`src/rtl/axi_pkg.sv`:
```
`default_nettype none
// ============================================================================
// Module      : axi_pkg
// Description : Shared state encoding, master indices and address decode for
//               the AXI read scheduler.
// Revision    : 1.0 - initial release
// ============================================================================
package axi_pkg;

    localparam logic [1:0] ST_IDLE = 2'd0;
    localparam logic [1:0] ST_ADDR = 2'd1;
    localparam logic [1:0] ST_DATA = 2'd2;

    localparam logic M0_IDX = 1'b0;
    localparam logic M1_IDX = 1'b1;

    // Only the low 128 KiB window is decoded; bit 16 picks the slave inside it.
    localparam logic [31:0] DEC_MASK    = 32'hFFFE_0000;
    localparam int unsigned SLV_SEL_BIT = 16;

    function automatic logic addr_in_range(input logic [31:0] addr);
        return (addr & DEC_MASK) == 32'h0;
    endfunction

    function automatic logic [1:0] slv_onehot(input logic sel_bit);
        return sel_bit ? 2'b10 : 2'b01;
    endfunction

endpackage
`default_nettype wire

```
`src/rtl/axi_rd_sched_if.sv`:
```
`default_nettype none
// ============================================================================
// Module      : axi_rd_sched_if
// Description : Read-channel signals of two masters and two slaves as seen by
//               the scheduler. master drives the fabric, slave observes it.
// Revision    : 1.0 - initial release
// ============================================================================
interface axi_rd_sched_if;
    logic        ARVALID_M0;
    logic [31:0] ARADDR_M0;
    logic        ARVALID_M1;
    logic [31:0] ARADDR_M1;
    logic        ARREADY_S0;
    logic        ARREADY_S1;
    logic        RVALID_S0;
    logic        RVALID_S1;
    logic        RLAST_S0;
    logic        RLAST_S1;
    logic        RREADY_M0;
    logic        RREADY_M1;

    modport master (
        output ARVALID_M0, ARADDR_M0, ARVALID_M1, ARADDR_M1,
               ARREADY_S0, ARREADY_S1, RVALID_S0, RVALID_S1,
               RLAST_S0, RLAST_S1, RREADY_M0, RREADY_M1
    );

    modport slave (
        input  ARVALID_M0, ARADDR_M0, ARVALID_M1, ARADDR_M1,
               ARREADY_S0, ARREADY_S1, RVALID_S0, RVALID_S1,
               RLAST_S0, RLAST_S1, RREADY_M0, RREADY_M1
    );
endinterface
`default_nettype wire

```
`src/rtl/axi_rd_sched_rr_arb2.sv`:
```
`default_nettype none
// ============================================================================
// Module      : rr_arb2
// Description : Two-requester round-robin pick; on a tie the master that was
//               not granted last wins. Purely combinational.
// Revision    : 1.0 - initial release
// ============================================================================
module rr_arb2
    import axi_pkg::*;
(
    input  wire [1:0] i_req,
    input  wire       i_last,
    output logic [1:0] o_gnt
);

    always_comb begin
        o_gnt = i_req;
        if (i_req == 2'b11) begin
            o_gnt = (i_last == M1_IDX) ? 2'b01 : 2'b10;
        end
    end

endmodule
`default_nettype wire

```
`src/rtl/axi_rd_sched.sv`:
```
`default_nettype none
// ============================================================================
// Module      : axi_rd_sched
// Description : Round-robin read scheduler for two AXI masters and two slaves.
//               Optional data-phase watchdog enabled by macro AXI_RD_WDT_EN.
// Revision    : 1.0 - initial release
// ============================================================================
module axi_rd_sched
    import axi_pkg::*;
#(
    parameter logic [7:0] WDT_LIMIT = 8'd255
)(
    input  wire              ACLK,
    input  wire              ARESETn,
    axi_rd_sched_if.slave    bus,
    output logic [1:0]       GRANT,
    output logic [1:0]       SLV_SEL,
    output logic             AR_PHASE,
    output logic             BUSY,
    output logic [1:0]       DEC_ERR,
    output logic             WDT_TIMEOUT
);

    logic [1:0] state_q, state_d;
    logic [1:0] grant_q, grant_d;
    logic [1:0] slv_q, slv_d;
    logic [1:0] dec_err_q, dec_err_d;
    logic       last_q, last_d;
    logic       wdt_to_q, wdt_to_d;
`ifdef AXI_RD_WDT_EN
    logic [7:0] wdt_cnt_q, wdt_cnt_d;
`endif

    logic [1:0] w_req;
    logic [1:0] w_pick;
    logic [1:0] w_pick_slv;
    logic       w_arb_last;
    logic       w_g_idx;
    logic       w_g_arvalid, w_g_rready;
    logic       w_s_arready, w_s_rvalid, w_s_rlast;
    logic       w_final_beat;
    logic       w_unused;

    assign w_req = {bus.ARVALID_M1 && addr_in_range(bus.ARADDR_M1),
                    bus.ARVALID_M0 && addr_in_range(bus.ARADDR_M0)};

    assign w_g_idx     = grant_q[1] ? M1_IDX : M0_IDX;
    assign w_g_arvalid = w_g_idx ? bus.ARVALID_M1 : bus.ARVALID_M0;
    assign w_g_rready  = w_g_idx ? bus.RREADY_M1  : bus.RREADY_M0;
    assign w_s_arready = slv_q[1] ? bus.ARREADY_S1 : bus.ARREADY_S0;
    assign w_s_rvalid  = slv_q[1] ? bus.RVALID_S1  : bus.RVALID_S0;
    assign w_s_rlast   = slv_q[1] ? bus.RLAST_S1   : bus.RLAST_S0;
    assign w_final_beat = w_s_rvalid && w_g_rready && w_s_rlast;

    // On the completing beat the pointer already counts the finishing master.
    assign w_arb_last = (state_q == ST_DATA) ? w_g_idx : last_q;

    rr_arb2 u_arb (
        .i_req  (w_req),
        .i_last (w_arb_last),
        .o_gnt  (w_pick)
    );

    assign w_pick_slv = w_pick[0] ? slv_onehot(bus.ARADDR_M0[SLV_SEL_BIT])
                                  : slv_onehot(bus.ARADDR_M1[SLV_SEL_BIT]);

    assign w_unused = ^{bus.ARADDR_M0[15:0], bus.ARADDR_M1[15:0], WDT_LIMIT};

    always_comb begin
        state_d   = state_q;
        grant_d   = grant_q;
        slv_d     = slv_q;
        last_d    = last_q;
        wdt_to_d  = 1'b0;
        dec_err_d = {bus.ARVALID_M1 && !addr_in_range(bus.ARADDR_M1),
                     bus.ARVALID_M0 && !addr_in_range(bus.ARADDR_M0)};
`ifdef AXI_RD_WDT_EN
        wdt_cnt_d = wdt_cnt_q;
`endif
        case (state_q)
            ST_IDLE: begin
                if (|w_req) begin
                    state_d = ST_ADDR;
                    grant_d = w_pick;
                    slv_d   = w_pick_slv;
                end
            end
            ST_ADDR: begin
                if (!w_g_arvalid) begin
                    state_d = ST_IDLE;
                    grant_d = 2'b00;
                    slv_d   = 2'b00;
                end else if (w_s_arready) begin
                    state_d = ST_DATA;
`ifdef AXI_RD_WDT_EN
                    wdt_cnt_d = 8'd0;
`endif
                end
            end
            ST_DATA: begin
                if (w_final_beat) begin
                    last_d = w_g_idx;
                    if (|w_req) begin
                        state_d = ST_ADDR;
                        grant_d = w_pick;
                        slv_d   = w_pick_slv;
                    end else begin
                        state_d = ST_IDLE;
                        grant_d = 2'b00;
                        slv_d   = 2'b00;
                    end
                end
`ifdef AXI_RD_WDT_EN
                else if (wdt_cnt_q == WDT_LIMIT) begin
                    state_d  = ST_IDLE;
                    grant_d  = 2'b00;
                    slv_d    = 2'b00;
                    last_d   = w_g_idx;
                    wdt_to_d = 1'b1;
                end else begin
                    wdt_cnt_d = wdt_cnt_q + 8'd1;
                end
`endif
            end
            default: begin
                state_d = ST_IDLE;
                grant_d = 2'b00;
                slv_d   = 2'b00;
            end
        endcase
    end

    always_ff @(posedge ACLK or negedge ARESETn) begin
        if (!ARESETn) begin
            state_q   <= ST_IDLE;
            grant_q   <= 2'b00;
            slv_q     <= 2'b00;
            dec_err_q <= 2'b00;
            last_q    <= M1_IDX;
            wdt_to_q  <= 1'b0;
`ifdef AXI_RD_WDT_EN
            wdt_cnt_q <= 8'd0;
`endif
        end else begin
            state_q   <= state_d;
            grant_q   <= grant_d;
            slv_q     <= slv_d;
            dec_err_q <= dec_err_d;
            last_q    <= last_d;
            wdt_to_q  <= wdt_to_d;
`ifdef AXI_RD_WDT_EN
            wdt_cnt_q <= wdt_cnt_d;
`endif
        end
    end

    assign GRANT       = grant_q;
    assign SLV_SEL     = slv_q;
    assign AR_PHASE    = (state_q == ST_ADDR);
    assign BUSY        = (state_q != ST_IDLE);
    assign DEC_ERR     = dec_err_q;
    assign WDT_TIMEOUT = wdt_to_q;

endmodule
`default_nettype wire

```
`src/flat_wrapper.sv`:
```
// flat-port wrapper written by rule: the top's interface ports become plain ports
module axi_rd_sched_flat import axi_pkg::*;
#(
    parameter logic [7:0] WDT_LIMIT = 8'd255
)
  (ACLK, ARESETn, GRANT, SLV_SEL, AR_PHASE, BUSY, DEC_ERR, WDT_TIMEOUT, bus_ARVALID_M0, bus_ARADDR_M0, bus_ARVALID_M1, bus_ARADDR_M1, bus_ARREADY_S0, bus_ARREADY_S1, bus_RVALID_S0, bus_RVALID_S1, bus_RLAST_S0, bus_RLAST_S1, bus_RREADY_M0, bus_RREADY_M1);
  axi_rd_sched_if bus_i ();
  input  wire ACLK;
  input  wire ARESETn;
  output logic [1:0] GRANT;
  output logic [1:0] SLV_SEL;
  output logic AR_PHASE;
  output logic BUSY;
  output logic [1:0] DEC_ERR;
  output logic WDT_TIMEOUT;
  input wire logic [$bits(bus_i.ARVALID_M0)-1:0] bus_ARVALID_M0;
  input wire logic [$bits(bus_i.ARADDR_M0)-1:0] bus_ARADDR_M0;
  input wire logic [$bits(bus_i.ARVALID_M1)-1:0] bus_ARVALID_M1;
  input wire logic [$bits(bus_i.ARADDR_M1)-1:0] bus_ARADDR_M1;
  input wire logic [$bits(bus_i.ARREADY_S0)-1:0] bus_ARREADY_S0;
  input wire logic [$bits(bus_i.ARREADY_S1)-1:0] bus_ARREADY_S1;
  input wire logic [$bits(bus_i.RVALID_S0)-1:0] bus_RVALID_S0;
  input wire logic [$bits(bus_i.RVALID_S1)-1:0] bus_RVALID_S1;
  input wire logic [$bits(bus_i.RLAST_S0)-1:0] bus_RLAST_S0;
  input wire logic [$bits(bus_i.RLAST_S1)-1:0] bus_RLAST_S1;
  input wire logic [$bits(bus_i.RREADY_M0)-1:0] bus_RREADY_M0;
  input wire logic [$bits(bus_i.RREADY_M1)-1:0] bus_RREADY_M1;
  assign bus_i.ARVALID_M0 = bus_ARVALID_M0;
  assign bus_i.ARADDR_M0 = bus_ARADDR_M0;
  assign bus_i.ARVALID_M1 = bus_ARVALID_M1;
  assign bus_i.ARADDR_M1 = bus_ARADDR_M1;
  assign bus_i.ARREADY_S0 = bus_ARREADY_S0;
  assign bus_i.ARREADY_S1 = bus_ARREADY_S1;
  assign bus_i.RVALID_S0 = bus_RVALID_S0;
  assign bus_i.RVALID_S1 = bus_RVALID_S1;
  assign bus_i.RLAST_S0 = bus_RLAST_S0;
  assign bus_i.RLAST_S1 = bus_RLAST_S1;
  assign bus_i.RREADY_M0 = bus_RREADY_M0;
  assign bus_i.RREADY_M1 = bus_RREADY_M1;
  axi_rd_sched #(.WDT_LIMIT(WDT_LIMIT)) u_core (.ACLK(ACLK), .ARESETn(ARESETn), .bus(bus_i), .GRANT(GRANT), .SLV_SEL(SLV_SEL), .AR_PHASE(AR_PHASE), .BUSY(BUSY), .DEC_ERR(DEC_ERR), .WDT_TIMEOUT(WDT_TIMEOUT));
endmodule
```
`config.mk`:
```
export PLATFORM = sky130hd
export DESIGN_NAME = axi_rd_sched_flat
export DESIGN_NICKNAME = d
export VERILOG_FILES = /design/src/rtl/axi_pkg.sv /design/src/rtl/axi_rd_sched_if.sv /design/src/rtl/axi_rd_sched_rr_arb2.sv /design/src/rtl/axi_rd_sched.sv /design/src/flat_wrapper.sv
export SDC_FILE = /design/constraint.sdc
export NUM_CORES = 1
export LEC_CHECK = 0
export ABC_AREA = 1
export CAP_MARGIN = 40
export CORE_AREA = 2 2 56 58
export DETAILED_ROUTE_END_ITERATION = 12
export DIE_AREA = 0 0 58 60
export GPL_TIMING_DRIVEN = 0
export PLACE_DENSITY = 0.76
export SETUP_SLACK_MARGIN = 0.02
export SLEW_MARGIN = 0
export SYNTH_ARGS = -nofsm -noshare
export SYNTH_HDL_FRONTEND = slang
export SYNTH_SLANG_ARGS = --single-unit
export TNS_END_PERCENT = 10
```
`constraint.sdc`:
```
create_clock -name ACLK -period 1.5 [get_ports ACLK]
set_input_delay 0.15 -clock ACLK [delete_from_list [all_inputs] [get_ports ACLK]]
set_output_delay 0.15 -clock ACLK [all_outputs]
set_load 0.01 [all_outputs]
```
==> run metrics, run 1 <==
Root Buffer Master clkbuf_4; post-synthesis compound-gate area fraction 0.0558; largest net degree at the start of global routing 10; Yosys reg bits 9; Remaining Overflow, GRT 0; register area share after synthesis 0.316; Final Util 0.446; most common cell after layout, fill and taps aside clkdlybuf4s50_1; final std cells w/o fill 199; DRT Pass-1 Iters 6; DR DRC count 0; Die Y 60 um; H-Tree Depth 1; IO Port Bufs 51; most frequent cells in the layout 48 x clkdlybuf4s50_1, 37 x nand2_1, 19 x nor2_1; period utilization 0.941; layout filler cell count 296; peak supply drop 0.443 mV; Synth top area share 0.279; diode count 0; starting DRC count in detailed routing 15; Ports 85; total number of yosys warnings 0; placed instance area 1270 sq um; Power Total 0.616 mW; core area 2900 sq um; Worst Path Max Fanout 5; Post-Synthesis Cells 111; Yosys top cell by area dfrtp_1; pwr/cell area 476 nW/um^2; LEAKAGE 0.607 nW; Crit Path Category reg -> out; CTS tree built; final wirelength 1.85 mm; Starting Density 0.247; Synth Area per Inst 6.46 sq um; Register Area 229 sq um; Post-Synth Adder-Cell Area 0; clk_lat worst skew 260 ps; WL/cell 9.31 um; WHS 193 ps; area occupied by multi-input gates 423 sq um; placed cell count 195; CP top delay family buffers and inverters; fmax 708 MHz; multiplexer share of the synthesized area 0; final setup TNS 0 ps; final hold violations 0; initial antenna violation count 0; outcome completed; Synth cell types 21; CTS Hold Bufs 0; layout cell share with drive strength beyond 1 0.145; ranking of synthesized cells by area dfrtp_1 28%, nand2_1 19%, nor2_1 10%, nand3_1 6.3%, inv_1 6.3%; worst r2r src u_core.GRANT[1]; Antenna Violating Nets Remaining 0; first-pass GRT wire length 3.09 mm; post-synthesis xor/xnor area fraction 0; Area Overhead vs Synth 80.6%; Max-Cap Viols 0; Synthesized Nets 187; die width 58 um; r2r setup slk 250 ps; Critical Path End Type primary output; setup violators final 0; maximum clock path buffer count 2; Slew Limit Fails 0; Vias 807; Mapped Area 717 sq um; Max stage delay on crit path 580 ps; Vias/cell 4.06; Post-Synth Simple-Gate Area 0.525; Reg2Reg Depth 7; DP HPWL 1.60 mm; TritonCTS Buffers 3; worst path cell trace clkdlybuf4s50_1; fin area 1290 sq um; HP Class in -> async; largest family of logic cells by synthesized area simple AND/OR/NAND/NOR gates; post-place setup slack -38.4 ps; row count 20; Worst setup SP type register; number of clock sinks 9; full die area 3480 sq um; RSZ-0062 raised after global routing no; clock-pin slew on the worst setup and hold paths 60 ps; worst path bufs/invs 1; final RePlAce weighted congestion 0.716; Req. time, crit path 1350 ps; nets 243; number of global-route vias before repair 786; reg2reg end u_core.SLV_SEL[0]; arrival time of the worst setup path 1260 ps; slowest cell on the critical path clkdlybuf4s50_1; Clock Skews 4.80 ps; All-Layer GR Usage 0.116; setup ws final 88.3 ps; post-route minimum period 1410 ps
-- where the power goes --
group,internal [mW],switching (mW)
combinational,0.121,0.0535
sequential,0.254,0.00204
clock,0.102,0.0836
total,0.477,0.139
-- cell type report --
cell class / count / share of cell area
clock buffers: 4 / 0.0203
plain buffers: 2 / 0.0116
multi-input cells: 86 / 0.327
repair buffers: 51 / 0.390
inverters: 14 / 0.0425
well taps: 33 / 0.0319
flip-flops and latches: 9 / 0.177
-- state kept, by name, summed over array words and instances (netlist names) --
signal / cells
u_core.SLV_SEL: 2
u_core.state_q: 2
u_core.last_q: 1
u_core.GRANT: 2
u_core.DEC_ERR: 2
-- worst max path at each step --
stage                       from                end  depth (start not counted)
2_1_floorplan    u_core.GRANT[1]  u_core.SLV_SEL[0]                          7
3_3_place_gp      bus_ARVALID_M1  u_core.SLV_SEL[0]                          9
3_5_place_dp      bus_ARVALID_M1  u_core.SLV_SEL[0]                          9
4_1_cts        u_core.SLV_SEL[1]         SLV_SEL[1]                          1
5_1_grt        bus_ARADDR_M0[17]  u_core.SLV_SEL[1]                         11
6_report       u_core.SLV_SEL[1]         SLV_SEL[1]                          1
-- layer usage --
| metal | vias to the layer above | global-route usage | routed length (um) |
|---|---|---|---|
| met5 | - | 0 | 0 |
| met4 | 0 | 0.0664 | 27 |
| met3 | 4 | 0.0303 | 159 |
| met2 | 24 | 0.216 | 916 |
| met1 | 332 | 0.118 | 748 |
| li1 | 447 | - | - |
-- logic make-up after synthesis --
family                 count (synthesis)
AOI/OAI and AO/OA                      7
DFF                                    9
buffers and inverters                 16
other                                  1
and+or+nand+nor                       78
-- cells in the mapped netlist (all sizes together) --
master,number
nand4,1
nor2,23
nor3,1
dfrtp,8
inv,14
dfstp,1
nand2,42
o21a,1
nand3,11
o21ai,3
a21boi,1
buf,2
a21oi,2
conb,1
-- timing repair --
action / in CTS / in global routing
endpoints found under the setup margin: 3 / 0
gates resized for setup: 6 / 0
setup buffers: 0 / 0
Note: power is estimated with default switching activity, not from simulation.
==> run 2, diff against run 1 <==
Settings changed: RECOVER_POWER set to 50.
==> run 2 against run 1 <==
  * Critical path depth unchanged
  * Combinational power about the same
  * First-iteration DRC count unchanged
==> run metrics, run 2 (synthesis results as in run 1) <==
H-Tree Depth 1; fin area 1290 sq um; IO Port Bufs 51; placed cell count 195; LEAKAGE 0.608 nW; arrival time of the worst setup path 1260 ps; Post-CTS Setup Repair Bufs 0; met3 Track Usage GR 0.0303; Ports 85; Root Buffer Master clkbuf_4; Antenna Violating Nets Remaining 0; DRT Pass-1 Iters 6; Clock Skews 4.80 ps; largest net degree at the start of global routing 10; DR DRC count 0; full die area 3480 sq um; most frequent cells in the layout 47 x clkdlybuf4s50_1, 37 x nand2_1, 20 x nor2_1; worst path bufs/invs 1; worst path cell trace clkdlybuf4s50_1; initial antenna violation count 0; HP Class in -> async; Vias/cell 4.06; final setup TNS 0 ps; pwr/cell area 478 nW/um^2; Crit Path Category reg -> out; post-place setup slack -38.4 ps; layout cell share with drive strength beyond 1 0.133; final RePlAce weighted congestion 0.716; CTS tree built; post-route minimum period 1410 ps; Worst Path Max Fanout 5; core area 2900 sq um; nets 243; Slew Limit Fails 0; DP HPWL 1.60 mm; reg2reg end u_core.SLV_SEL[0]; row count 20; Area Overhead vs Synth 79.4%; slowest cell on the critical path clkdlybuf4s50_1; clock-pin slew on the worst setup and hold paths 60 ps; r2r setup slk 230 ps; Die Y 60 um; Reg2Reg Depth 9; period utilization 0.941; final std cells w/o fill 199; WL/cell 9.32 um; number of clock sinks 9; CP top delay family buffers and inverters; Remaining Overflow, GRT 0; Vias 807; Critical Path End Type primary output; TritonCTS Buffers 3; first-pass GRT wire length 3.09 mm; setup violators final 0; fmax 708 MHz; Max stage delay on crit path 580 ps; maximum clock path buffer count 2; Max-Cap Viols 0; starting DRC count in detailed routing 15; number of global-route vias before repair 786; Starting Density 0.247; met2 Resource Use GR 0.216; peak supply drop 0.441 mV; setup ws final 88.3 ps; Req. time, crit path 1350 ps; RSZ-0062 raised after global routing no; most common cell after layout, fill and taps aside clkdlybuf4s50_1; clk_lat worst skew 260 ps; met1 Use GR 0.118; die width 58 um; diode count 0; final wirelength 1.85 mm; Worst setup SP type register; outcome completed; worst r2r src u_core.GRANT[1]; placed instance area 1270 sq um; final hold violations 0; GRT busiest layer met2; Power Total 0.615 mW; All-Layer GR Usage 0.116
-- run 2: layout make-up --
cell class              count  area, sq um
plain buffers               2         15.0
flip-flops and latches      9          228
repair buffers             51          505
well taps                  33         41.3
fillers                   296         1620
multi-input cells          86          415
inverters                  14         55.1
clock buffers               4         26.3
-- run 2: worst max path at each step --
stage	start	to	slack, ps	cells past startpoint
2_1_floorplan	u_core.GRANT[1]	u_core.SLV_SEL[0]	350	7
3_3_place_gp	bus_ARVALID_M1	u_core.SLV_SEL[0]	-40	9
3_5_place_dp	bus_ARVALID_M1	u_core.SLV_SEL[0]	-40	9
4_1_cts	u_core.SLV_SEL[1]	SLV_SEL[1]	70	1
5_1_grt	bus_ARADDR_M0[17]	u_core.SLV_SEL[1]	20	11
6_report	u_core.SLV_SEL[1]	SLV_SEL[1]	90	1
-- run 2: routing by layer --
layer	vias up	part of all wire
met2	24	0.49
met5	-	0
met3	4	0.087
li1	447	-
met1	332	0.40
met4	0	0.015
-- run 2: timing repair --
item | in CTS | in global routing
hold endpoints to repair | 0 | 0
hold buffers | 0 | 0
endpoints found under the setup margin | 3 | 0
resized for setup | 6 | 0
-- run 2: where the power goes --
part           switching (mW)  internal [mW]
registers             0.00204          0.254
clock network          0.0836          0.102
logic                  0.0525          0.120
-- run 2: per-stage QoR --
stage	util	hold WS [ps]
after global placement	0.437	468
after detailed placement	0.437	464
after floorplan	-	-146
after CTS	0.446	200
final	0.443	263
after global routing	0.443	285
